===== src/rtl/cdb_arbiter_pkg.sv =====
// Shared definitions for the completion-bus arbiter: source encoding,
// ROB index width and the round-robin source selection helper.
package cdb_arbiter_pkg;

  localparam int ROB_SIZE_LOG = 4;
  localparam int DATA_W       = 32;

  typedef enum logic {
    CDB_SRC_ALU = 1'b0,
    CDB_SRC_SLB = 1'b1
  } cdb_src_e;

  // Pick the winning source among pending heads. When both are pending the
  // source that did not win last time is chosen.
  function automatic cdb_src_e pick_source(input logic alu_has,
                                           input logic slb_has,
                                           input cdb_src_e last_grant);
    cdb_src_e win;
    if (alu_has && slb_has) begin
      win = (last_grant == CDB_SRC_ALU) ? CDB_SRC_SLB : CDB_SRC_ALU;
    end else if (alu_has) begin
      win = CDB_SRC_ALU;
    end else begin
      win = CDB_SRC_SLB;
    end
    return win;
  endfunction

endpackage


===== src/rtl/cdb_arbiter_result_fifo.sv =====
// result_fifo: small per-source result queue (value + ROB index).
// Pointers wrap naturally because DEPTH is a power of two. rst or flush
// empties the queue; push/pop are ignored when full/empty respectively.
module result_fifo
  import cdb_arbiter_pkg::*;
#(
  parameter int DEPTH = 2,
  parameter int WIDTH = 36
) (
  input  logic             clk,
  input  logic             rst,
  input  logic             flush,
  input  logic             push,
  input  logic             pop,
  input  logic [WIDTH-1:0] wdata,
  output logic [WIDTH-1:0] head,
  output logic             empty,
  output logic             full
);

  localparam int PTR_W = (DEPTH > 1) ? $clog2(DEPTH) : 1;
  localparam int CNT_W = $clog2(DEPTH + 1);

  logic [WIDTH-1:0] mem_r [DEPTH];
  logic [PTR_W-1:0] head_ptr_r;
  logic [PTR_W-1:0] tail_ptr_r;
  logic [CNT_W-1:0] count_r;
  logic             push_ok_s;
  logic             pop_ok_s;
  logic             clear_s;

  assign clear_s   = rst | flush;
  assign empty     = (count_r == CNT_W'(0));
  assign full      = (count_r == CNT_W'(DEPTH));
  assign push_ok_s = push & ~full & ~clear_s;
  assign pop_ok_s  = pop & ~empty & ~clear_s;
  assign head      = mem_r[head_ptr_r];

  // Storage write at the tail; contents need no reset since count gates use.
  always_ff @(posedge clk) begin
    if (push_ok_s) begin
      mem_r[tail_ptr_r] <= wdata;
    end
  end

  // Pointer and occupancy bookkeeping; simultaneous push+pop keeps count.
  always_ff @(posedge clk) begin
    if (clear_s) begin
      head_ptr_r <= '0;
      tail_ptr_r <= '0;
      count_r    <= '0;
    end else begin
      if (push_ok_s) begin
        tail_ptr_r <= tail_ptr_r + PTR_W'(1);
      end
      if (pop_ok_s) begin
        head_ptr_r <= head_ptr_r + PTR_W'(1);
      end
      case ({push_ok_s, pop_ok_s})
        2'b10:   count_r <= count_r + CNT_W'(1);
        2'b01:   count_r <= count_r - CNT_W'(1);
        default: count_r <= count_r;
      endcase
    end
  end

endmodule


===== src/rtl/cdb_arbiter.sv =====
// cdb_arbiter: merges ALU and load results onto one registered common data
// bus, round-robin between sources. Optional feature macro: CDB_BYPASS_EN
// lets a result skip its empty queue when it wins in the arrival cycle.
module cdb_arbiter
  import cdb_arbiter_pkg::*;
#(
  parameter int QUEUE_DEPTH = 2,
  parameter int ROB_W       = ROB_SIZE_LOG
) (
  input  logic             clk,
  input  logic             rst,
  input  logic             rdy,
  input  logic             pred_fail_flag,
  input  logic             alu_valid,
  input  logic [31:0]      alu_value,
  input  logic [ROB_W-1:0] alu_robid,
  output logic             alu_ready,
  input  logic             slb_valid,
  input  logic [31:0]      slb_value,
  input  logic [ROB_W-1:0] slb_robid,
  output logic             slb_ready,
  output logic             cdb_valid,
  output logic [31:0]      cdb_value,
  output logic [ROB_W-1:0] cdb_robid,
  output logic             cdb_src
);

  localparam int ENT_W = ROB_W + 32;

  logic             flush_s;
  logic             alu_full_s, alu_empty_s, slb_full_s, slb_empty_s;
  logic [ENT_W-1:0] alu_head_s, slb_head_s;
  logic             alu_acc_s, slb_acc_s;
  logic             alu_push_s, slb_push_s, alu_pop_s, slb_pop_s;
  logic             alu_has_s, slb_has_s;
  logic [ENT_W-1:0] alu_cand_s, slb_cand_s, win_data_s;
  logic             grant_s;
  cdb_src_e         winner_s;
  cdb_src_e         last_grant_r;

  assign flush_s   = rst | pred_fail_flag;
  assign alu_ready = rdy & ~alu_full_s;
  assign slb_ready = rdy & ~slb_full_s;
  assign alu_acc_s = alu_valid & alu_ready & ~flush_s;
  assign slb_acc_s = slb_valid & slb_ready & ~flush_s;

  result_fifo #(.DEPTH(QUEUE_DEPTH), .WIDTH(ENT_W)) u_alu_fifo (
    .clk   (clk),
    .rst   (rst),
    .flush (pred_fail_flag),
    .push  (alu_push_s),
    .pop   (alu_pop_s),
    .wdata ({alu_robid, alu_value}),
    .head  (alu_head_s),
    .empty (alu_empty_s),
    .full  (alu_full_s)
  );

  result_fifo #(.DEPTH(QUEUE_DEPTH), .WIDTH(ENT_W)) u_slb_fifo (
    .clk   (clk),
    .rst   (rst),
    .flush (pred_fail_flag),
    .push  (slb_push_s),
    .pop   (slb_pop_s),
    .wdata ({slb_robid, slb_value}),
    .head  (slb_head_s),
    .empty (slb_empty_s),
    .full  (slb_full_s)
  );

  // Candidate heads per source; with bypass an arrival stands in for an empty queue.
  always_comb begin
`ifdef CDB_BYPASS_EN
    alu_cand_s = alu_empty_s ? {alu_robid, alu_value} : alu_head_s;
    slb_cand_s = slb_empty_s ? {slb_robid, slb_value} : slb_head_s;
    alu_has_s  = ~alu_empty_s | alu_acc_s;
    slb_has_s  = ~slb_empty_s | slb_acc_s;
`else
    alu_cand_s = alu_head_s;
    slb_cand_s = slb_head_s;
    alu_has_s  = ~alu_empty_s;
    slb_has_s  = ~slb_empty_s;
`endif
  end

  // Grant selection and queue push/pop control for this cycle.
  always_comb begin
    grant_s    = rdy & ~flush_s & (alu_has_s | slb_has_s);
    winner_s   = pick_source(alu_has_s, slb_has_s, last_grant_r);
    alu_push_s = alu_acc_s;
    slb_push_s = slb_acc_s;
    alu_pop_s  = 1'b0;
    slb_pop_s  = 1'b0;
    win_data_s = '0;
    if (grant_s) begin
      if (winner_s == CDB_SRC_ALU) begin
        win_data_s = alu_cand_s;
`ifdef CDB_BYPASS_EN
        if (alu_empty_s) begin
          alu_push_s = 1'b0;
        end else begin
          alu_pop_s = 1'b1;
        end
`else
        alu_pop_s = 1'b1;
`endif
      end else begin
        win_data_s = slb_cand_s;
`ifdef CDB_BYPASS_EN
        if (slb_empty_s) begin
          slb_push_s = 1'b0;
        end else begin
          slb_pop_s = 1'b1;
        end
`else
        slb_pop_s = 1'b1;
`endif
      end
    end else begin
      win_data_s = '0;
    end
  end

  // CDB output registers and round-robin history; flush beats stall beats grant.
  always_ff @(posedge clk) begin
    if (rst) begin
      cdb_valid    <= 1'b0;
      cdb_value    <= 32'd0;
      cdb_robid    <= '0;
      cdb_src      <= 1'b0;
      last_grant_r <= CDB_SRC_SLB;
    end else if (pred_fail_flag) begin
      cdb_valid    <= 1'b0;
      last_grant_r <= CDB_SRC_SLB;
    end else if (!rdy) begin
      cdb_valid    <= cdb_valid;
      last_grant_r <= last_grant_r;
    end else if (grant_s) begin
      cdb_valid    <= 1'b1;
      cdb_value    <= win_data_s[31:0];
      cdb_robid    <= win_data_s[ENT_W-1:32];
      cdb_src      <= winner_s;
      last_grant_r <= winner_s;
    end else begin
      cdb_valid    <= 1'b0;
    end
  end

endmodule


===== config.mk =====
export PLATFORM = sky130hd
export DESIGN_NAME = cdb_arbiter
export DESIGN_NICKNAME = d
export VERILOG_FILES = /design/src/rtl/cdb_arbiter_pkg.sv /design/src/rtl/cdb_arbiter_result_fifo.sv /design/src/rtl/cdb_arbiter.sv
export SDC_FILE = /design/constraint.sdc
export NUM_CORES = 1
export LEC_CHECK = 0
export CAP_MARGIN = 20
export CORE_ASPECT_RATIO = 0.8
export CORE_UTILIZATION = 45
export CTS_CLUSTER_DIAMETER = 120
export DETAILED_ROUTE_END_ITERATION = 10
export PLACE_DENSITY = 0.71
export SETUP_SLACK_MARGIN = 0.2
export SLEW_MARGIN = 20
export SYNTH_ARGS = -nofsm -noshare
export SYNTH_HDL_FRONTEND = slang
export SYNTH_SLANG_ARGS = --single-unit

===== constraint.sdc =====
create_clock -name clk -period 2.55 [get_ports clk]
set_input_delay 0.255 -clock clk [delete_from_list [all_inputs] [get_ports clk]]
set_output_delay 0.255 -clock clk [all_outputs]
set_load 0.03 [all_outputs]

==> results.toml <==
[hold_path]
hold_class = "in -> reg"
worstHoldEndpoint = "cdb_value[30]"
hold_depth = 2
min-delay-start = "rst"

[clocking]
clk-insertion-delay-late_ns = 0.42
ctsHtreeMaxLevel = 4
clock-root-buffer = "sky130_fd_sc_hd__clkbuf_16"
cts.path.max_buffers = 2
tritoncts = "built"
clkSinkCount = 193
numCtsBuffers = 17
clkSlewWorstSetupHoldPaths_ns = 0.07
postCtsHoldBufs = 0
postCtsSetupBuffers = 0

[drt]
first_iter_violations = 468
route.antenna.remaining_nets = 0
routed_wl_per_cell_microns = 19.81
num_vias = 4943
drc_errors = 0
vias_per_cell = 5.741
postRouteWirelength_microns = 17060
drt_pre_antenna_iters = 5

[floorplan]
die_w_microns = 147.2
io-pin-count = 118
core-area_sq_um = 16500
effective_utilization_at_floorplan_pct = 45.97
design.die.area_sq_um = 17380
core.rowCount = 42
die_h_microns = 118.1

[place]
port_buffers = 117
placed_area_sq_um = 9036
placer_congestion_estimate = 0.8064
dp.final_hpwl_microns = 10970

[final_layout]
antenna_cells = 0
area.growth.synth_to_final_pct = 28.08
share_of_cells_above_drive_strength_1_pct = 22.15
final_design_instance_area_without_fill_sq_um = 9714
multiInputGateArea_sq_um = 2105
nets_final = 708
mostFrequentLayoutCells = "sky130_fd_sc_hd__edfxtp_1, sky130_fd_sc_hd__clkdlybuf4s50_1, sky130_fd_sc_hd__nand4_1, sky130_fd_sc_hd__mux2_2, sky130_fd_sc_hd__dfxtp_1"
fillers = 1291
final_common_cell = "sky130_fd_sc_hd__edfxtp_1"
area_taken_by_flip_flops_and_latches_sq_um = 5310

[grt]
global_route.overflow_total = 0
first_pass_grt_wire_length_microns = 26590
via_count_of_the_first_global_routing_pass = 5044
grt.total_usage_pct = 20.34
grt_antenna_before_repair = 0
maximum_number_of_pins_on_one_net_before_global_route_repair = 73

[worst_setup_path]
rr_startpoint = "u_slb_fifo.count_r[1]"
critical_path.slowest_cell = "sky130_fd_sc_hd__clkdlybuf4s50_1"
critPathArrivalTime_ns = 1.97
critical_path.max_fanout = 8
critical_path.startpoint_type = "flip-flop"
timing.reg2reg.worst_path_depth = 5
r2r_end = "u_slb_fifo.count_r[1]"
worst_path_largest_cell_delay_ns = 0.59
cp_data_required_time_ns = 2.30
timing.critical_path.cells = "nand2b_1, and2_1, clkdlybuf4s50_1"
cp.buffers_inverters = 1
end_kind = "output pin"
reg2reg_setup_slack_ns = 0.69
setup.worst_path.class = "reg -> out"
critical_path.top_delay_family = "buffers and inverters"

[timing]
fmax_mhz = 449.2
final_period_minus_worst_setup_slack_ns = 2.226
final_hold_viol_count = 0
slew_headroom_pct = 49.81
final_clock_skew_ns = 0.008091
tns_ns = 0
setup-violations-final = 0
post-route-period-util_pct = 87.31
slew_violations = 0
grt_setup_unrepaired = "false"
worst_slew_pin_slew_ns = 0.7528

[synthesis]
synthesis.area_per_instance_sq_um = 14.53
synth_fp_nets = 602
synth.distinct_cells = 35
synth_warnings = 0
ys_ff_latch = 193
synthCells = 522
syn_area_sq_um = 7585
yosysSeqAreaShare_pct = 69.94

[power_and_ir_drop]
worst_ir_drop_vdd_v = 0.0004854
total_leakage_power_nw = 3.026
p_per_area_nw_per_um2 = 684.8

[run]
maximum_capacitance_violations = 0

[status]
result_of_the_run = "finished clean"
-- power by group --
group | switching, W | total, W | internal (W)
registers | 0.00000865 | 0.00341 | 0.00340
logic | 0.000134 | 0.000280 | 0.000146
clock network | 0.00111 | 0.00297 | 0.00185
total | 0.00126 | 0.00665 | 0.00540
-- Yosys cell counts --
master | n | area, sq um
sky130_fd_sc_hd__nor3_1 | 1 | 5.000
sky130_fd_sc_hd__buf_1 | 7 | 26.28
sky130_fd_sc_hd__nor3b_1 | 3 | 22.52
sky130_fd_sc_hd__clkbuf_1 | 30 | 112.6
sky130_fd_sc_hd__o21a_1 | 1 | 7.510
sky130_fd_sc_hd__nand2b_1 | 2 | 12.51
sky130_fd_sc_hd__a211oi_1 | 1 | 7.510
sky130_fd_sc_hd__dfxtp_1 | 49 | 980.9
sky130_fd_sc_hd__nor2_1 | 7 | 26.28
sky130_fd_sc_hd__nor4_2 | 1 | 12.51
sky130_fd_sc_hd__nand4_1 | 74 | 462.9
sky130_fd_sc_hd__edfxtp_1 | 144 | 4324
sky130_fd_sc_hd__or3_1 | 2 | 12.51
sky130_fd_sc_hd__o21ba_2 | 1 | 10.01
sky130_fd_sc_hd__or4_1 | 2 | 15.01
sky130_fd_sc_hd__o21bai_2 | 1 | 11.26
sky130_fd_sc_hd__o21bai_1 | 1 | 7.510
sky130_fd_sc_hd__inv_1 | 6 | 22.52
sky130_fd_sc_hd__or3b_4 | 1 | 11.26
sky130_fd_sc_hd__ha_1 | 2 | 25.02
sky130_fd_sc_hd__a31oi_1 | 36 | 225.2
sky130_fd_sc_hd__and2_1 | 2 | 12.51
sky130_fd_sc_hd__xnor2_1 | 2 | 17.52
sky130_fd_sc_hd__o21ai_2 | 1 | 8.760
sky130_fd_sc_hd__a31o_2 | 2 | 17.52
sky130_fd_sc_hd__or2_2 | 3 | 18.77
sky130_fd_sc_hd__a21oi_1 | 9 | 45.04
sky130_fd_sc_hd__nand3_1 | 4 | 20.02
sky130_fd_sc_hd__a21o_1 | 1 | 7.510
sky130_fd_sc_hd__o31ai_1 | 2 | 15.01
sky130_fd_sc_hd__buf_2 | 10 | 50.05
sky130_fd_sc_hd__xor2_1 | 2 | 17.52
sky130_fd_sc_hd__mux2_2 | 72 | 810.8
sky130_fd_sc_hd__o21ai_0 | 39 | 195.2
sky130_fd_sc_hd__buf_4 | 1 | 7.510
-- worst reg2reg max path, stage by stage, from the launching register on --
cell	delay, ns
sky130_fd_sc_hd__dfxtp_1	0.56
sky130_fd_sc_hd__nand2b_1	0.20
sky130_fd_sc_hd__nand3_1	0.20
sky130_fd_sc_hd__ha_1	0.29
sky130_fd_sc_hd__or3_1	0.40
sky130_fd_sc_hd__a21oi_1	0.15
-- metrics by stage --
stage	power, W	std cells	setup slack (ns)	hold WS, ns	utilization (%)
after floorplan	0.003566	522	0.4384	0.3539	-
after global placement	0.003741	829	0.2955	0.4623	54.76
after detailed placement	0.003752	829	0.2063	0.4807	54.76
after CTS	0.006698	861	0.2157	0.2978	58.86
after global routing	0.006836	861	0.2261	0.3136	58.87
final	0.006653	861	0.3236	0.3255	58.87
-- registers in the layout (all words and copies together), names as in the netlist, 2 cells and up, named ones only --
name                cells
u_alu_fifo.mem_r       72
u_slb_fifo.mem_r       72
cdb_value              32
cdb_robid               4
u_alu_fifo.count_r      2
u_slb_fifo.count_r      2
-- area by class of cell --
cell class | instances | share of cell area (%)
flip-flops and latches | 193 | 54.66
multi-input cells | 275 | 21.66
repair buffers | 135 | 13.65
clock buffers | 20 | 4.920
well taps | 220 | 2.834
clock inverters | 12 | 2.035
inverters | 6 | 0.2318
-- worst max-delay path by stage --
stage / cells past startpoint / startpoint / end / slack (ns)
final: 3 / u_slb_fifo.count_r[1] / slb_ready / 0.32
after detailed placement: 6 / pred_fail_flag / u_slb_fifo.count_r[1] / 0.21
after floorplan: 4 / u_alu_fifo.count_r[0] / u_alu_fifo.mem_r[1][0] / 0.44
after CTS: 3 / u_slb_fifo.count_r[0] / slb_ready / 0.22
after global placement: 6 / pred_fail_flag / u_slb_fifo.count_r[1] / 0.30
after global routing: 3 / u_slb_fifo.count_r[1] / slb_ready / 0.23
-- kinds of logic after synthesis --
family / share of synthesized area, %
multiplexers: 10.69
adder cells (fa/ha/maj): 0.3299
XOR/XNOR: 0.4620
buffers and inverters: 2.887
AO/OA/AOI/OAI: 7.358
flip-flops: 69.94
AND/OR/NAND/NOR: 8.330
-- repair_timing --
item	in CTS	in global routing
resized for setup	0	2
setup endpoints to repair	0	2
endpoints found under the hold margin	0	0
-- per-layer routing --
metal | vias to the layer above | GRT usage, % | routed length, microns
met5 | - | 0 | 0
met1 | 2427 | 28.01 | 7508
met3 | 20 | 5.620 | 1302
li1 | 2274 | - | -
met4 | 0 | 6.443 | 169
met2 | 222 | 31.22 | 8079
Power figures use the tool's default switching activity.
